===== src/rtl/aes_wb_ctrl_if.sv =====
// Wishbone slave bus bundle between the management SoC and the AES controller.
interface aes_wb_ctrl_if;
  logic        wbs_stb_i;
  logic        wbs_cyc_i;
  logic        wbs_we_i;
  logic [3:0]  wbs_sel_i;
  logic [31:0] wbs_adr_i;
  logic [31:0] wbs_dat_i;
  logic        wbs_ack_o;
  logic [31:0] wbs_dat_o;

  modport master (
    output wbs_stb_i, wbs_cyc_i, wbs_we_i, wbs_sel_i, wbs_adr_i, wbs_dat_i,
    input  wbs_ack_o, wbs_dat_o
  );

  modport slave (
    input  wbs_stb_i, wbs_cyc_i, wbs_we_i, wbs_sel_i, wbs_adr_i, wbs_dat_i,
    output wbs_ack_o, wbs_dat_o
  );
endinterface


===== src/rtl/aes_wb_ctrl.sv =====
// Wishbone register front-end and sequencing FSM for an iterative AES-128 core.
// Holds key/block/result registers and raises a maskable completion interrupt.
module aes_wb_ctrl #(
  parameter logic [31:0] ADDR_BASE   = 32'h3000_0000,
  parameter int unsigned TIMEOUT_CYC = 1023
) (
  input  logic           wb_clk_i,
  input  logic           wb_rst_i,
  aes_wb_ctrl_if.slave   wbs,
  output logic           aes_init,
  output logic           aes_next,
  output logic           aes_encdec,
  output logic [127:0]   aes_key,
  output logic [127:0]   aes_block,
  input  logic           aes_ready,
  input  logic [127:0]   aes_result,
  output logic           irq
);

  localparam int unsigned TMO_W = 10;
  localparam int unsigned IDX_W = 6;

  typedef enum logic [2:0] {
    S_IDLE, S_KEY_INIT, S_KEY_WAIT, S_BLK_START, S_BLK_WAIT, S_DONE
  } state_e;

  state_e             state_q, state_d;
  logic [TMO_W-1:0]   tmo_q, tmo_d;
  logic               ack_q, ack_d;
  logic               stall_q, stall_d;
  logic [31:0]        dat_q, dat_d;
  logic [127:0]       key_q, key_d;
  logic [127:0]       din_q, din_d;
  logic [127:0]       dout_q, dout_d;
  logic               encdec_q, encdec_d;
  logic               irq_en_q, irq_en_d;
  logic               done_q, done_d;
  logic               err_q, err_d;
  logic               kv_q, kv_d;
  logic               init_q, init_d;
  logic               next_q, next_d;
  logic               irq_q, irq_d;

  logic               sel_c, acc_c, wr_c, rd_c, idle_c, cfg_wr_c, start_c, busy_c;
  logic [IDX_W-1:0]   widx_c;
  logic [31:0]        rdata_c;
  logic               unused_adr_lsb;

  assign unused_adr_lsb = ^wbs.wbs_adr_i[1:0];

  assign sel_c    = wbs.wbs_stb_i && wbs.wbs_cyc_i && (wbs.wbs_adr_i[31:8] == ADDR_BASE[31:8]);
  assign widx_c   = wbs.wbs_adr_i[7:2];
  assign acc_c    = sel_c && !ack_q && !stall_q;
  assign wr_c     = acc_c && wbs.wbs_we_i;
  assign rd_c     = acc_c && !wbs.wbs_we_i;
  assign idle_c   = (state_q == S_IDLE);
  assign busy_c   = !idle_c;
  assign cfg_wr_c = wr_c && idle_c;
  assign start_c  = cfg_wr_c && (widx_c == IDX_W'(0)) && wbs.wbs_sel_i[0] && wbs.wbs_dat_i[0];

  // Read-data mux; unmapped offsets read as zero.
  always_comb begin
    rdata_c = '0;
    case (widx_c)
      6'h00: rdata_c = {29'd0, irq_en_q, encdec_q, 1'b0};
      6'h01: rdata_c = {28'd0, err_q, kv_q, done_q, busy_c};
      6'h04: rdata_c = key_q[31:0];
      6'h05: rdata_c = key_q[63:32];
      6'h06: rdata_c = key_q[95:64];
      6'h07: rdata_c = key_q[127:96];
      6'h08: rdata_c = din_q[31:0];
      6'h09: rdata_c = din_q[63:32];
      6'h0a: rdata_c = din_q[95:64];
      6'h0b: rdata_c = din_q[127:96];
      6'h0c: rdata_c = dout_q[31:0];
      6'h0d: rdata_c = dout_q[63:32];
      6'h0e: rdata_c = dout_q[95:64];
      6'h0f: rdata_c = dout_q[127:96];
      default: rdata_c = '0;
    endcase
  end

  always_comb begin
    state_d  = state_q;
    tmo_d    = '0;
    ack_d    = acc_c;
    stall_d  = sel_c && (ack_q || stall_q);
    dat_d    = rd_c ? rdata_c : 32'd0;
    key_d    = key_q;
    din_d    = din_q;
    dout_d   = dout_q;
    encdec_d = encdec_q;
    irq_en_d = irq_en_q;
    done_d   = done_q;
    err_d    = err_q;
    kv_d     = kv_q;
    init_d   = 1'b0;
    next_d   = 1'b0;

    // Register writes; KEY/DIN/CTRL are frozen while a sequence is running.
    for (int i = 0; i < 4; i++) begin
      for (int b = 0; b < 4; b++) begin
        if (cfg_wr_c && widx_c == IDX_W'(4 + i) && wbs.wbs_sel_i[b]) begin
          key_d[i*32 + b*8 +: 8] = wbs.wbs_dat_i[b*8 +: 8];
        end
        if (cfg_wr_c && widx_c == IDX_W'(8 + i) && wbs.wbs_sel_i[b]) begin
          din_d[i*32 + b*8 +: 8] = wbs.wbs_dat_i[b*8 +: 8];
        end
      end
    end
    if (cfg_wr_c && widx_c >= IDX_W'(4) && widx_c <= IDX_W'(7)) begin
      kv_d = 1'b0;
    end
    if (cfg_wr_c && widx_c == IDX_W'(0) && wbs.wbs_sel_i[0]) begin
      encdec_d = wbs.wbs_dat_i[1];
      irq_en_d = wbs.wbs_dat_i[2];
    end
    if (wr_c && widx_c == IDX_W'(1) && wbs.wbs_sel_i[0]) begin
      if (wbs.wbs_dat_i[1]) done_d = 1'b0;
      if (wbs.wbs_dat_i[3]) err_d  = 1'b0;
    end

    // Ready is ignored during the pulse cycle: the core only drops it afterwards.
    case (state_q)
      S_IDLE: begin
        if (start_c) begin
          done_d  = 1'b0;
          err_d   = 1'b0;
          state_d = kv_q ? S_BLK_START : S_KEY_INIT;
        end
      end
      S_KEY_INIT: begin
        if (aes_ready) begin
          init_d  = 1'b1;
          state_d = S_KEY_WAIT;
        end
      end
      S_KEY_WAIT: begin
        if (aes_ready && !init_q) begin
          kv_d    = 1'b1;
          state_d = S_BLK_START;
        end
      end
      S_BLK_START: begin
        if (aes_ready) begin
          next_d  = 1'b1;
          state_d = S_BLK_WAIT;
        end
      end
      S_BLK_WAIT: begin
        if (aes_ready && !next_q) begin
          dout_d  = aes_result;
          state_d = S_DONE;
        end
      end
      S_DONE: begin
        done_d  = 1'b1;
        state_d = S_IDLE;
      end
      default: state_d = S_IDLE;
    endcase

    // Per-state watchdog on the core handshake.
    if (state_q != S_IDLE && state_q != S_DONE && state_d == state_q) begin
      if (tmo_q == TMO_W'(TIMEOUT_CYC)) begin
        err_d   = 1'b1;
        kv_d    = 1'b0;
        state_d = S_IDLE;
      end else begin
        tmo_d = tmo_q + TMO_W'(1);
      end
    end

    irq_d = irq_en_d && (done_d || err_d);
  end

  always_ff @(posedge wb_clk_i) begin
    if (wb_rst_i) begin
      state_q  <= S_IDLE;
      tmo_q    <= '0;
      ack_q    <= 1'b0;
      stall_q  <= 1'b0;
      dat_q    <= '0;
      key_q    <= '0;
      din_q    <= '0;
      dout_q   <= '0;
      encdec_q <= 1'b0;
      irq_en_q <= 1'b0;
      done_q   <= 1'b0;
      err_q    <= 1'b0;
      kv_q     <= 1'b0;
      init_q   <= 1'b0;
      next_q   <= 1'b0;
      irq_q    <= 1'b0;
    end else begin
      state_q  <= state_d;
      tmo_q    <= tmo_d;
      ack_q    <= ack_d;
      stall_q  <= stall_d;
      dat_q    <= dat_d;
      key_q    <= key_d;
      din_q    <= din_d;
      dout_q   <= dout_d;
      encdec_q <= encdec_d;
      irq_en_q <= irq_en_d;
      done_q   <= done_d;
      err_q    <= err_d;
      kv_q     <= kv_d;
      init_q   <= init_d;
      next_q   <= next_d;
      irq_q    <= irq_d;
    end
  end

  assign wbs.wbs_ack_o = ack_q;
  assign wbs.wbs_dat_o = dat_q;
  assign aes_init      = init_q;
  assign aes_next      = next_q;
  assign aes_encdec    = encdec_q;
  assign aes_key       = key_q;
  assign aes_block     = din_q;
  assign irq           = irq_q;

endmodule


===== src/flat_wrapper.sv =====
// flat-port wrapper written by rule: the top's interface ports become plain ports
module aes_wb_ctrl_flat 
#(
  parameter logic [31:0] ADDR_BASE   = 32'h3000_0000,
  parameter int unsigned TIMEOUT_CYC = 1023
)
  (wb_clk_i, wb_rst_i, aes_init, aes_next, aes_encdec, aes_key, aes_block, aes_ready, aes_result, irq, wbs_wbs_stb_i, wbs_wbs_cyc_i, wbs_wbs_we_i, wbs_wbs_sel_i, wbs_wbs_adr_i, wbs_wbs_dat_i, wbs_wbs_ack_o, wbs_wbs_dat_o);
  aes_wb_ctrl_if wbs_i ();
  input  logic wb_clk_i;
  input  logic wb_rst_i;
  output logic aes_init;
  output logic aes_next;
  output logic aes_encdec;
  output logic [127:0] aes_key;
  output logic [127:0] aes_block;
  input  logic aes_ready;
  input  logic [127:0] aes_result;
  output logic irq;
  input wire logic [$bits(wbs_i.wbs_stb_i)-1:0] wbs_wbs_stb_i;
  input wire logic [$bits(wbs_i.wbs_cyc_i)-1:0] wbs_wbs_cyc_i;
  input wire logic [$bits(wbs_i.wbs_we_i)-1:0] wbs_wbs_we_i;
  input wire logic [$bits(wbs_i.wbs_sel_i)-1:0] wbs_wbs_sel_i;
  input wire logic [$bits(wbs_i.wbs_adr_i)-1:0] wbs_wbs_adr_i;
  input wire logic [$bits(wbs_i.wbs_dat_i)-1:0] wbs_wbs_dat_i;
  output wire logic [$bits(wbs_i.wbs_ack_o)-1:0] wbs_wbs_ack_o;
  output wire logic [$bits(wbs_i.wbs_dat_o)-1:0] wbs_wbs_dat_o;
  assign wbs_i.wbs_stb_i = wbs_wbs_stb_i;
  assign wbs_i.wbs_cyc_i = wbs_wbs_cyc_i;
  assign wbs_i.wbs_we_i = wbs_wbs_we_i;
  assign wbs_i.wbs_sel_i = wbs_wbs_sel_i;
  assign wbs_i.wbs_adr_i = wbs_wbs_adr_i;
  assign wbs_i.wbs_dat_i = wbs_wbs_dat_i;
  assign wbs_wbs_ack_o = wbs_i.wbs_ack_o;
  assign wbs_wbs_dat_o = wbs_i.wbs_dat_o;
  aes_wb_ctrl #(.ADDR_BASE(ADDR_BASE), .TIMEOUT_CYC(TIMEOUT_CYC)) u_core (.wb_clk_i(wb_clk_i), .wb_rst_i(wb_rst_i), .wbs(wbs_i), .aes_init(aes_init), .aes_next(aes_next), .aes_encdec(aes_encdec), .aes_key(aes_key), .aes_block(aes_block), .aes_ready(aes_ready), .aes_result(aes_result), .irq(irq));
endmodule

===== config.mk =====
export PLATFORM = sky130hd
export DESIGN_NAME = aes_wb_ctrl_flat
export DESIGN_NICKNAME = d
export VERILOG_FILES = /design/src/rtl/aes_wb_ctrl_if.sv /design/src/rtl/aes_wb_ctrl.sv /design/src/flat_wrapper.sv
export SDC_FILE = /design/constraint.sdc
export NUM_CORES = 1
export LEC_CHECK = 0
export ABC_AREA = 1
export BUFFER_PORTS_ARGS = -buffer_cell sky130_fd_sc_hd__buf_2
export CORE_MARGIN = 8
export CORE_UTILIZATION = 25
export CTS_CLUSTER_DIAMETER = 50
export DETAILED_ROUTE_END_ITERATION = 6
export MAX_ROUTING_LAYER = met4
export PLACE_DENSITY = 0.45
export SLEW_MARGIN = 20
export SYNTH_ARGS = -nofsm -noshare
export SYNTH_HDL_FRONTEND = slang
export SYNTH_SLANG_ARGS = --single-unit

===== constraint.sdc =====
create_clock -name wb_clk_i -period 3.3 [get_ports wb_clk_i]
set_input_delay 0.33 -clock wb_clk_i [delete_from_list [all_inputs] [get_ports wb_clk_i]]
set_output_delay 0.33 -clock wb_clk_i [all_outputs]
set_load 0.005 [all_outputs]

Word level (Yosys, flattened, before mapping)
Cells that the tools add are included.
{"block": "op_classes", "addsub": 1, "n_lt_le_gt_ge": 2, "eq_ne": 22, "muxes": 27, "n_bitwise": 4, "n_reduce_logical": 76}
{"operator": "$pmux W32 S14", "count": 1}
{"operator": "$logic_and A1 B1 Y1", "count": 60}
{"operator": "$eq A6 B4 Y1 const B", "count": 8}
{"operator": "$eq A24 B22 Y1 const B", "count": 1}
{"operator": "$eq A6 B3 Y1 const B", "count": 4}
{"operator": "$mux W3", "count": 7}
{"operator": "$mux W1", "count": 16}
{"operator": "$pmux W3 S5", "count": 1}
{"operator": "$add A10 B1 Y10 const B", "count": 1}
{"operator": "$eq A10 B10 Y1 const B", "count": 1}
{"operator": "$eq A3 B2 Y1 const B", "count": 2}
{"operator": "$eq A3 B3 Y1 const B", "count": 2}
{"operator": "$eq A6 B1 Y1 const B", "count": 1}
{"operator": "$ge A6 B3 Y1 const B", "count": 1}
{"operator": "$le A6 B3 Y1 const B", "count": 1}
{"operator": "$logic_not A1 Y1", "count": 6}
{"operator": "$logic_not A6 Y1", "count": 1}
{"operator": "$reduce_or A2 Y1", "count": 3}
{"operator": "$not A1 Y1", "count": 4}
{"operator": "$eq A3 B1 Y1 const B", "count": 1}
{"operator": "$eq A3 B3 Y1", "count": 1}
{"operator": "$logic_not A3 Y1", "count": 1}
{"operator": "$ne A3 B3 Y1 const B", "count": 1}
{"operator": "$reduce_bool A3 Y1", "count": 1}
{"operator": "other kinds (5)", "count": 6}
{"block": "word_totals", "reg_bits": 439, "in_bits": 202, "output_inout_bits": 293, "wordCells": 178}

Longest topological paths before layout
{"block": "depth", "depth_word": 16, "depth_mapped": 14, "mapped_depth_nobuf": 14}

Worst setup path before layout
Ideal clock, no wire load.
{"block": "synth_timing", "path_type": "input port to flip-flop", "start": "input wbs_wbs_adr_i[31]", "end": "register u_core.key_q[101] (netlist: u_core.aes_key[101])", "setup_time_ns": 0.070, "t_arrival_ns": 1.771, "required_ns": 3.230, "path_slack_ns": 1.459, "path_stages": 12, "n_path_buf": 1, "path_cell_list": "nor3_1 -> inv_1 -> nor2_1 -> nand2_1 -> inv_1 -> nand2_1 -> nor3_4 -> nand3_1 -> nor2_2 -> buf_4 -> o21ai_0 -> a21oi_1"}
{"block": "synth_via", "elab_chain_cells": 8}
{"element": "from (decl)", "line": "flat_wrapper.sv:23", "source": "input wire logic [$bits(wbs_i.wbs_adr_i)-1:0] wbs_wbs_adr_i;"}
{"element": "$eq A24 B22 Y1", "line": "aes_wb_ctrl.sv:51", "source": "assign sel_c = wbs.wbs_stb_i && wbs.wbs_cyc_i && (wbs.wbs_adr_i[31:8] == ADDR_BASE[31:8]);"}
{"element": "$logic_and A1 B1 Y1", "line": "aes_wb_ctrl.sv:51"}
{"element": "$logic_and A1 B1 Y1 (2 in series)", "line": "aes_wb_ctrl.sv:53", "source": "assign acc_c = sel_c && !ack_q && !stall_q;"}
{"element": "$logic_and A1 B1 Y1", "line": "aes_wb_ctrl.sv:54", "source": "assign wr_c = acc_c && wbs.wbs_we_i;"}
{"element": "$logic_and A1 B1 Y1", "line": "aes_wb_ctrl.sv:58", "source": "assign cfg_wr_c = wr_c && idle_c;"}
{"element": "$logic_and A1 B1 Y1 (2 in series)", "line": "aes_wb_ctrl.sv:103", "source": "if (cfg_wr_c && widx_c == IDX_W'(4 + i) && wbs.wbs_sel_i[b]) begin"}
{"element": "to (signal assigned)", "line": "aes_wb_ctrl.sv:201", "source": "key_q <= key_d;"}
{"element": "to (decl)", "line": "aes_wb_ctrl.sv:32", "source": "logic [127:0] key_q, key_d;"}
No other way between the ends.
A chain may end at the register's enable or synchronous reset.

Worst setup path in the final report
{"block": "layout_timing", "start": "register u_core.ack_q (netlist: u_core.wbs.wbs_ack_o)", "end": "register u_core.key_q[115] (netlist: u_core.aes_key[115])"}
{"block": "layout_via", "elab_chain_cells": 7}
{"element": "from (decl)", "line": "aes_wb_ctrl.sv:29", "source": "logic ack_q, ack_d;"}
{"element": "from (signal assigned)", "line": "aes_wb_ctrl.sv:198", "source": "ack_q <= ack_d;"}
{"element": "$logic_not A1 Y1", "line": "aes_wb_ctrl.sv:53"}
{"element": "$logic_and A1 B1 Y1 (2 in series)", "line": "aes_wb_ctrl.sv:53"}
{"element": "$logic_and A1 B1 Y1", "line": "aes_wb_ctrl.sv:54"}
{"element": "$logic_and A1 B1 Y1", "line": "aes_wb_ctrl.sv:58"}
{"element": "$logic_and A1 B1 Y1 (2 in series)", "line": "aes_wb_ctrl.sv:103"}
No other way between the ends.

==> impl_metrics.json <==
{
  "status": "completed",
  "die_area_um2": 76800,
  "drv_slew": 0,
  "antenna_found_initial": 3,
  "clkTransAtPathRegs_ns": 0.06,
  "ctsResizeCount": 0,
  "nFillCells": 7085,
  "portBuffers": 492,
  "grt_overflow": 0,
  "skew_ns": 0.0266,
  "setup_viol": 0,
  "synthDistinctLibCells": 35,
  "fin_crit_sh": 0.730,
  "combPwrFrac": 0.038,
  "worstSetupEndpoint": "u_core.aes_key[115]$_SDFFE_PP0P_",
  "pwr-share-seq": 0.413,
  "worst_ir_drop_vdd_mv": 0.233,
  "avgSynthCellArea_um2": 7.94,
  "area_growth_pct": 39.9,
  "start_util": 0.253,
  "maxCapViolCount": 0,
  "row_count": 95,
  "vias_per_cell": 5.01,
  "grt_pass1_vias": 17600,
  "syn_inst": 2147,
  "fin_util": 0.354,
  "p_int_mw": 9.90,
  "max_freq_mhz": 415,
  "min_period_ns": 2.41,
  "cts_tree": "done",
  "core_area_um2": 67400,
  "dr.pass1.iters": 7,
  "r2r_cells": 9,
  "place.gp.congestion": 0.908,
  "die_x_um": 277,
  "worstPathRequired_ns": 3.82,
  "syn_area_um2": 17000,
  "grt.total_usage": 0.213,
  "critPathCaptureType": "flip-flop",
  "clockBufferDepth": 3,
  "multiInputGateArea_um2": 7150,
  "cts-htree-levels": 3,
  "num_vias": 18300,
  "ys_seq_area_frac": 0.515,
  "setup-tns-final_ns": 0,
  "ioPinCount": 495,
  "cts.sinks": 439,
  "hp-class": "in -> reg",
  "crit_type": "reg -> reg",
  "drt.antenna.violating_nets": 0,
  "synth-seq-cells": 439,
  "final_layout_size_suffix_gt1_frac": 0.249,
  "pwr-share-clk": 0.549,
  "worstSkewPairLatency_ns": 0.58,
  "switching_share": 0.229,
  "dp_hpwl_mm": 61.8,
  "numCtsBuffers": 66,
  "arrival_ns": 2.92,
  "seq_area_um2": 8790,
  "fin_nets": 2938,
  "leakagePower_nw": 10.7,
  "wl_per_cell_um": 23.0,
  "grt_pass1_wl_mm": 120,
  "hold_viol_final": 0,
  "remaining_drc_errors": 0,
  "yosysWarnings": 0,
  "path_max_fanout": 16,
  "die_h_um": 277,
  "cp-startpoint": "u_core.wbs.wbs_ack_o$_SDFF_PP0_",
  "cts_root_buffer": "clkbuf_16",
  "fin_hold_ws_ns": 0.0378,
  "r2r-end": "u_core.aes_key[115]$_SDFFE_PP0P_",
  "pre_cts_slack_ns": 0.354,
  "synth_fp_nets": 2350,
  "pwr_density_cell_nw_per_um2": 538,
  "rsz0062_at_grt": "no",
  "maxSlewHeadroom": 0.343,
  "rrSetupSlack_ns": 0.89,
  "start_kind": "flip-flop",
  "power_mw": 12.8,
  "drt_iter0_markers": 1933,
  "wl_mm": 84.1,
  "switching_power_mw": 2.94,
  "grt_max_degree": 161,
  "worst_pin_slew_ns": 0.986,
  "r2r_start": "u_core.wbs.wbs_ack_o$_SDFF_PP0_",
  "setup_ws_ns": 0.892
}
[synth_stat cells]
| master | number | area (um^2) |
|---|---|---|
| nand4_2 | 1 | 12.5 |
| nor2_1 | 275 | 1030 |
| clkbuf_1 | 110 | 413 |
| nand3_1 | 46 | 230 |
| and3_1 | 1 | 6.26 |
| or2_2 | 2 | 12.5 |
| buf_4 | 32 | 240 |
| clkinv_1 | 4 | 15.0 |
| nor4_1 | 1 | 6.26 |
| xor2_1 | 2 | 17.5 |
| nor3b_1 | 7 | 52.6 |
| o2bb2ai_1 | 1 | 8.76 |
| a22o_1 | 8 | 70.1 |
| ha_1 | 1 | 12.5 |
| nand4_1 | 12 | 75.1 |
| nand2_1 | 205 | 769 |
| a221oi_1 | 77 | 674 |
| o21ai_0 | 419 | 2100 |
| a21boi_0 | 4 | 30.0 |
| o22ai_1 | 1 | 6.26 |
| a211oi_1 | 4 | 30.0 |
| inv_1 | 131 | 492 |
| a31oi_1 | 20 | 125 |
| o211ai_1 | 1 | 7.51 |
| nor3_4 | 1 | 16.3 |
| o211a_1 | 1 | 10.0 |
| inv_2 | 2 | 7.51 |
| a21oi_1 | 300 | 1500 |
| buf_1 | 1 | 3.75 |
| a22oi_1 | 16 | 120 |
| nor3_1 | 5 | 25.0 |
| nor2_2 | 4 | 25.0 |
| nor3_2 | 1 | 10.0 |
| dfxtp_1 | 439 | 8790 |
| a41oi_1 | 12 | 105 |
[power by group through the flow]
stage / logic (mW) / registers [mW] / clock network [mW]
finish: 0.491 / 5.30 / 7.05
global placement: 0.398 / 5.42 / 0
CTS: 0.486 / 5.30 / 7.20
floorplan: 0.148 / 5.42 / 0
detailed placement: 0.398 / 5.42 / 0
global route: 0.523 / 5.30 / 7.45
[final cells by class]
class | count | share of cell area
flip-flops and latches | 439 | 0.368
multi-input cells | 1428 | 0.300
repair buffers | 663 | 0.171
clock buffers | 86 | 0.0779
well taps | 873 | 0.0458
inverters | 137 | 0.0221
clock inverters | 30 | 0.0146
diodes | 2 | 0.000210
[worst max-delay path, stage by stage (launching register included)]
cell and delay (ns):
dfxtp_1 0.33, nor2_1 0.24, inv_1 0.09, nor2_1 0.13
nand2_1 0.13, nor3_4 0.21, nand3_1 0.36, nor2_2 0.56
o21ai_0 0.15, a21oi_1 0.14
[kinds of logic after synthesis]
family | count (synthesis) | share of synthesized area
AO/OA/AOI/OAI | 864 | 0.281
XOR/XNOR | 2 | 0.00103
adder cells (fa/ha/maj) | 1 | 0.000734
buffers and inverters | 280 | 0.0687
flip-flops | 439 | 0.515
AND/OR/NAND/NOR | 561 | 0.133
[flip-flops by register name (all words and copies together) (netlist names), 3 cells and up]
register / flops
u_core.aes_block: 128
u_core.aes_key: 128
u_core.dout_q: 128
u_core.wbs.wbs_dat_o: 32
u_core.tmo_q: 10
u_core.state_q: 3
[repair_timing]
item	in CTS	in global routing
hold buffers	95	0
endpoints found under the hold margin	95	0
setup buffers	0	0
[placed cells by master, fill, tap and decap left out, types with 8 or more instances in the layout]
| master | synthesis | layout |
|---|---|---|
| inv_1 | 131 | 129 |
| buf_4 | 32 | 67 |
| dfxtp_1 | 439 | 439 |
| nand4_1 | 12 | 12 |
| a22o_1 | 8 | 8 |
| clkbuf_8 | 0 | 9 |
| nand3_1 | 46 | 45 |
| a22oi_1 | 16 | 16 |
| o21ai_0 | 419 | 419 |
| dlygate4sd3_1 | 0 | 95 |
| nor2_1 | 275 | 269 |
| a221oi_1 | 77 | 76 |
| a21oi_1 | 300 | 300 |
| a31oi_1 | 20 | 20 |
| nand2_1 | 205 | 205 |
| clkbuf_1 | 110 | 9 |
| a41oi_1 | 12 | 12 |
| buf_12 | 0 | 8 |
| buf_2 | 0 | 492 |
| clkbuf_16 | 0 | 68 |
[how the worst min path moves through the flow]
stage | start | to | slack [ns] | cells past startpoint
after floorplan | wb_rst_i | u_core.err_q$_SDFF_PP0_ | 0.40 | 1
after global placement | u_core.tmo_q[0]$_SDFF_PP0_ | u_core.tmo_q[0]$_SDFF_PP0_ | 0.43 | 1
after detailed placement | u_core.dout_q[102]$_SDFFE_PP0P_ | u_core.dout_q[102]$_SDFFE_PP0P_ | 0.44 | 2
after CTS | aes_result[126] | u_core.dout_q[126]$_SDFFE_PP0P_ | 0.0005 | 3
after global routing | aes_result[115] | u_core.dout_q[115]$_SDFFE_PP0P_ | 0.03 | 3
final | aes_result[97] | u_core.dout_q[97]$_SDFFE_PP0P_ | 0.04 | 3
[stage by stage]
stage / instance area, um^2 / std cells
after floorplan: 17000 / 2147
after global placement: 20700 / 3444
after detailed placement: 20700 / 3444
after CTS: 23800 / 3655
after global routing: 23900 / 3658
final: 23900 / 3658
[per-layer routing]
metal | vias to the layer above | track usage | part of all wire
li1 | 8640 | - | -
met4 | 0 | 0.0728 | 0.028
met5 | - | - | 0
met3 | 127 | 0.0407 | 0.068
met1 | 8761 | 0.292 | 0.47
met2 | 814 | 0.311 | 0.43
No activity file was read; power rests on OpenSTA's default activity.
